## src/rtl/RVS192_package.sv

```systemverilog
// Shared types and defaults for the L1/L2 request arbiter.
package RVS192_package;

  typedef enum logic [1:0] {
    ARB_IDLE  = 2'd0,
    ARB_ISSUE = 2'd1,
    ARB_WAIT  = 2'd2,
    ARB_RESP  = 2'd3
  } arb_state_t;

  typedef enum logic [1:0] {
    ARB_NONE = 2'b00,
    ARB_IL1  = 2'b01,
    ARB_DL1  = 2'b10
  } arb_owner_t;

  localparam int ARB_WAIT_LIMIT_DEF = 255;

  // The requester that should win a tie, given who was served last.
  function automatic arb_owner_t arb_other(input arb_owner_t last);
    return (last == ARB_IL1) ? ARB_DL1 : ARB_IL1;
  endfunction

endpackage

```

## src/rtl/l2_arb_rr_picker.sv

```systemverilog
// Two-way round-robin winner selection between the IL1 and DL1 request lines.
module l2_arb_rr_picker
  import RVS192_package::*;
(
  input  logic       i_req,
  input  logic       d_req,
  input  arb_owner_t last_grant,
  output arb_owner_t winner
);

  always_comb begin
    winner = ARB_NONE;
    if (i_req && d_req) begin
      winner = arb_other(last_grant);
    end else if (i_req) begin
      winner = ARB_IL1;
    end else if (d_req) begin
      winner = ARB_DL1;
    end
  end

endmodule

```

## src/rtl/l1_l2_arbiter.sv

```systemverilog
// Shares the single L2 request channel between the IL1 refill and DL1 refill/write-back ports.
//   state     | meaning
//   ARB_IDLE  | no owner; grant when a request is pending and no invalidation runs
//   ARB_ISSUE | l2_req high with the captured fields, waiting for l2_ready
//   ARB_WAIT  | request accepted, waiting for l2_done to latch the line
//   ARB_RESP  | one-cycle ack to the owner, last_grant updated
module l1_l2_arbiter
  import RVS192_package::*;
#(
  parameter int ADDR_W     = 32,
  parameter int LINE_W     = 128,
  parameter int WAIT_LIMIT = ARB_WAIT_LIMIT_DEF
) (
  input  logic              clk_l1,
  input  logic              rst_n,
  input  logic              i_req,
  input  logic [ADDR_W-1:0] i_addr,
  input  logic              d_req,
  input  logic              d_wr,
  input  logic [ADDR_W-1:0] d_addr,
  input  logic [LINE_W-1:0] d_wdata,
  input  logic              inv_busy,
  output logic              i_ack,
  output logic              d_ack,
  output logic [LINE_W-1:0] rdata,
  output logic [1:0]        grant_owner,
  output logic              l2_req,
  output logic              l2_wr,
  output logic [ADDR_W-1:0] l2_addr,
  output logic [LINE_W-1:0] l2_wdata,
  input  logic              l2_ready,
  input  logic              l2_done,
  input  logic [LINE_W-1:0] l2_rdata,
  output logic              timeout_err
);

  localparam int                CNT_W   = $clog2(WAIT_LIMIT + 1);
  localparam logic [CNT_W-1:0]  CNT_MAX = CNT_W'(WAIT_LIMIT);

  arb_state_t        state_q, state_d;
  arb_owner_t        owner_q, owner_d;
  arb_owner_t        last_q, last_d;
  arb_owner_t        winner;
  logic [ADDR_W-1:0] addr_q, addr_d;
  logic              wr_q, wr_d;
  logic [LINE_W-1:0] wdata_q, wdata_d;
  logic [LINE_W-1:0] rdata_q, rdata_d;
  logic [CNT_W-1:0]  cnt_q, cnt_d;
  logic              timeout_q, timeout_d;
  logic              l2_req_q, l2_req_d;
  logic              i_ack_q, i_ack_d;
  logic              d_ack_q, d_ack_d;

  l2_arb_rr_picker u_picker (
    .i_req      (i_req),
    .d_req      (d_req),
    .last_grant (last_q),
    .winner     (winner)
  );

  always_comb begin
    state_d   = state_q;
    owner_d   = owner_q;
    last_d    = last_q;
    addr_d    = addr_q;
    wr_d      = wr_q;
    wdata_d   = wdata_q;
    rdata_d   = rdata_q;
    cnt_d     = cnt_q;
    timeout_d = timeout_q;

    case (state_q)
      ARB_IDLE: begin
        if (!inv_busy && (winner != ARB_NONE)) begin
          state_d = ARB_ISSUE;
          owner_d = winner;
          cnt_d   = '0;
          if (winner == ARB_IL1) begin
            addr_d  = i_addr;
            wr_d    = 1'b0;
            wdata_d = '0;
          end else begin
            addr_d  = d_addr;
            wr_d    = d_wr;
            wdata_d = d_wdata;
          end
        end
      end
      ARB_ISSUE: begin
        if (l2_ready) state_d = ARB_WAIT;
      end
      ARB_WAIT: begin
        if (l2_done) begin
          rdata_d = l2_rdata;
          state_d = ARB_RESP;
        end
      end
      ARB_RESP: begin
        last_d  = owner_q;
        owner_d = ARB_NONE;
        state_d = ARB_IDLE;
      end
      default: state_d = ARB_IDLE;
    endcase

    // Watchdog only observes; a slow L2 is flagged but never aborted.
    if ((state_q == ARB_ISSUE) || (state_q == ARB_WAIT)) begin
      if (cnt_q != CNT_MAX) cnt_d = cnt_q + 1'b1;
      if (cnt_d == CNT_MAX) timeout_d = 1'b1;
    end

    l2_req_d = (state_d == ARB_ISSUE);
    i_ack_d  = (state_d == ARB_RESP) && (owner_d == ARB_IL1);
    d_ack_d  = (state_d == ARB_RESP) && (owner_d == ARB_DL1);
  end

  always_ff @(negedge clk_l1 or negedge rst_n) begin
    if (!rst_n) begin
      state_q   <= ARB_IDLE;
      owner_q   <= ARB_NONE;
      last_q    <= ARB_DL1;
      addr_q    <= '0;
      wr_q      <= 1'b0;
      wdata_q   <= '0;
      rdata_q   <= '0;
      cnt_q     <= '0;
      timeout_q <= 1'b0;
      l2_req_q  <= 1'b0;
      i_ack_q   <= 1'b0;
      d_ack_q   <= 1'b0;
    end else begin
      state_q   <= state_d;
      owner_q   <= owner_d;
      last_q    <= last_d;
      addr_q    <= addr_d;
      wr_q      <= wr_d;
      wdata_q   <= wdata_d;
      rdata_q   <= rdata_d;
      cnt_q     <= cnt_d;
      timeout_q <= timeout_d;
      l2_req_q  <= l2_req_d;
      i_ack_q   <= i_ack_d;
      d_ack_q   <= d_ack_d;
    end
  end

  assign i_ack       = i_ack_q;
  assign d_ack       = d_ack_q;
  assign rdata       = rdata_q;
  assign grant_owner = owner_q;
  assign l2_req      = l2_req_q;
  assign l2_wr       = wr_q;
  assign l2_addr     = addr_q;
  assign l2_wdata    = wdata_q;
  assign timeout_err = timeout_q;

endmodule

```

## config.mk

```make
export PLATFORM = sky130hd
export DESIGN_NAME = l1_l2_arbiter
export DESIGN_NICKNAME = d
export VERILOG_FILES = /design/src/rtl/RVS192_package.sv /design/src/rtl/l2_arb_rr_picker.sv /design/src/rtl/l1_l2_arbiter.sv
export SDC_FILE = /design/constraint.sdc
export NUM_CORES = 1
export LEC_CHECK = 0
export ABC_AREA = 1
export BUFFER_PORTS_ARGS = -buffer_cell sky130_fd_sc_hd__buf_4
export CAP_MARGIN = 20
export CORE_AREA = 2 2 239 241
export DETAILED_ROUTE_END_ITERATION = 10
export DIE_AREA = 0 0 241 243
export GPL_ROUTABILITY_DRIVEN = 1
export PLACE_DENSITY = 0.54
export SYNTH_ARGS = -nofsm -noshare
export SYNTH_HDL_FRONTEND = slang
export SYNTH_SLANG_ARGS = --single-unit
```

## constraint.sdc

```tcl
create_clock -name clk_l1 -period 2.44 [get_ports clk_l1]
set_input_delay 0.122 -clock clk_l1 [delete_from_list [all_inputs] [get_ports clk_l1]]
set_output_delay 0.122 -clock clk_l1 [all_outputs]
set_load 0.02 [all_outputs]
```

-- Word-level counts from Yosys, hierarchy flattened
Cells that the tools add are included.
- flip-flop bits (word level): 307
- logic and storage cells: 53
- add/subtract/negate cells: 1
- eq/ne operators: 11
- mux-type cells: 18
- reductions and logical operators: 11
- operators with widths (cell ; count):
    $mux 128 ; 1
    $mux 8 ; 5
    $mux 32 ; 1
    $mux 2 ; 8
    $eq 2x1->1 const B ; 5
    $add 8x1->8 const B ; 1
    $eq 2x2->1 const B ; 4
    $eq 8x8->1 const B ; 1
    $ne 8x8->1 const B ; 1
    $pmux 2 s4 ; 1
    $reduce_and 2->1 ; 3
    $logic_and 1x1->1 ; 4
    $pmux 2 s2 ; 1
    $logic_not 2->1 ; 1
    $reduce_bool 2->1 ; 1
    $logic_not 1->1 ; 1
    $logic_or 1x1->1 ; 1
    $mux 1 ; 1

-- Logic depth before layout (Yosys ltp)
- depth after elaboration: 11
- depth in mapped cells: 11

-- By module
A second synthesis with hierarchy kept.
- cells, all modules: 1163
- area total of the unflattened synthesis: 12514.5 µm²
- by module, submodules not included (module ; instances ; cells each ; area each (µm²) ; seq. area each (µm²)):
    l1_l2_arbiter ; 1 ; 1153 ; 12475.7 ; 7683.6
    l2_arb_rr_picker ; 1 ; 10 ; 38.8 ; 0.0

==> flow_summary.ini <==
[global_routing]
grt_pass1_vias = 11400
grt.overflow.total = 0
grt_pass1_wl_um = 63900
antenna_found_initial = 0
grt_max_degree = 59
grt_util_all_layers = 0.139

[cts]
cts_max_level = 2
cts_buffers = 36
clk-insertion-delay-late_ns = 0.58
clkTransAtPathRegs_ns = 0.04
cts.sinks = 307
cts_buffer_depth = 3
cts_tree = done
ctsHoldBuffers = 0
clock-root-buffer = clkbuf_16

[placed_design]
routabilityCongestion = 0.828
place_hpwl_um = 32500
io_buffers = 622
preCtsSetupSlack_ns = -0.123

[sta]
hold_viol_final = 0
finClkSkew_ns = 0.0577
rsz0062_at_grt = true
maxSlewHeadroom = 0.607
finalSetupViolCount = 50
worst_pin_slew_ns = 0.590
slew_violations = 0
fin_ws_ns = -0.0762

[critical_path]
path_cells = buf_6
setup.worst_path.end_class = output pin
critPathMaxStageDelay_ns = 0.46
critPathBufInv = 1
critPathMaxFanout = 2
crit_family = flip-flops
required_ns = 2.32
crit_type = reg -> out
rrSetupSlack_ns = 0.58
cp_slowest_cell = dfrtn_1
start_kind = flip-flop
arrival_ns = 2.39

[synthesis]
syn_area_per_cell_sq_um = 10.7
ys_types = 27
synthFlopType = dfrtn_1
async_flop_share = 1.00
synth-seq-area-share = 0.624
yosysWarningCount = 0
synthCells = 1151
synth_seq_cells = 307
synthesis.nets = 1486
synth_edf_count = 0
netlist_area_sq_um = 12300

[run_status]
violations = setup timing
status = finished with violations

[floorplan]
die_y_um = 243
die_area_sq_um = 58600
initial_utilization = 0.220
rows = 87
num_io_pins = 623
die_width_um = 241
core_area_sq_um = 56000

[pwr]
p_leak_nw = 10.5
power_density_nw_per_um2 = 1350
ir_worst_vdd_mv = 0.687
power_w = 0.0289

[routing]
wire_per_inst_um = 16.0
avgViaCountPerCell = 4.11
drc = 0
dr_total_vias = 11000
drt-total-wl_um = 42800
drt_pass1_iterations = 5
ant_nets = 0
drt_iter0_markers = 432

[run]
cap_viol_max_count = 0

[layout]
drive_gt1_frac = 0.511
final_core_util = 0.382
fillers = 5596
layout_commonest_cell = buf_4
area_growth_pct = 73.6
num-nets-final = 2234
final_cell_mix = buf_4, nand2_1, dfrtn_1, buf_6, o21ai_1
insertedDiodeCount = 0

[min_path]
holdCritPathClass = reg -> reg
-- report_power, final --
part / switching [W] / internal [W]
Sequential: 0.00178 / 0.00764
Combinational: 0.00664 / 0.00739
Clock: 0.00216 / 0.00328
Total: 0.0106 / 0.0183
-- area by class of cell --
type                            count  area [sq um]  share of cell area
Clock buffer                       49          1030              0.0482
Clock inverter                     15           159             0.00744
Tap cell                          756           946              0.0443
Timing Repair Buffer              782          7260               0.340
Inverter                           22          82.6             0.00386
Multi-Input combinational cell    749          4210               0.197
Sequential cell                   307          7680               0.360
-- per-stage QoR --
stage                     TNS (ns)  area, sq um  hold WS, ns  instances
after CTS                    -7.60        21100        0.463       2638
after detailed placement     -8.91        18500        0.440       2539
final                       -0.863        21400        0.459       2680
after global routing        -10.73        21400        0.480       2680
after global placement       -5.01        18500        0.433       2539
after floorplan                  0        12300        0.442       1151
-- path summary, 6_finish.rpt --
path / startpoint / endpoint / depth (start not counted)
worst max-delay path: timeout_err / timeout_err / 1
worst min-delay path: l2_wdata[4] / l2_wdata[4] / 2
worst max register to register: state_q[0] / rdata[17] / 5
worst min register to register: l2_wdata[4] / l2_wdata[4] / 2
max in group asynchronous: rst_n / l2_wdata[106] / 2
min in group asynchronous: rst_n / l2_wdata[8] / 1
-- registers in the layout, indices dropped and copies added, names as in the netlist --
name / flops
l2_req: 1
cnt_q: 8
d_ack: 1
rdata: 128
last_q: 2
grant_owner: 2
timeout_err: 1
l2_wr: 1
l2_addr: 32
state_q: 2
l2_wdata: 128
i_ack: 1
-- kinds of logic after synthesis --
family                     Yosys count  share of synthesized area
adders and majority gates            7                    0.00711
muxes                              129                      0.118
AOI/OAI and AO/OA                  216                     0.0885
xor gates and xnor gates             2                    0.00142
and+or+nand+nor                    395                      0.126
DFF                                307                      0.624
buffers and inverters               95                     0.0352
-- cells in the mapped netlist, drive strengths merged, types with 2 or more instances --
master | instances | area share
nand2 | 336 | 0.10
dfrtn | 306 | 0.62
o21ai | 203 | 0.083
mux2 | 129 | 0.12
buf | 50 | 0.021
nor2 | 44 | 0.014
inv | 23 | 0.0070
clkbuf | 22 | 0.0067
nand3 | 13 | 0.0057
a21oi | 8 | 0.0033
ha | 7 | 0.0071
a31oi | 3 | 0.0015
xnor2 | 2 | 0.0014
-- repair_timing --
item	in CTS	in global routing
cloned	0	0
resized for setup	294	0
buffers inserted	36	42
endpoints found under the setup margin	294	294
-- metal layers --
layer,GRT usage,wire length (um),vias up
li1,-,-,5292
met1,0.158,16200,5237
met2,0.248,21800,423
met3,0.0409,3630,70
met4,0.0452,1170,0
met5,0,0,-
No activity file was read; power rests on OpenSTA's default activity.
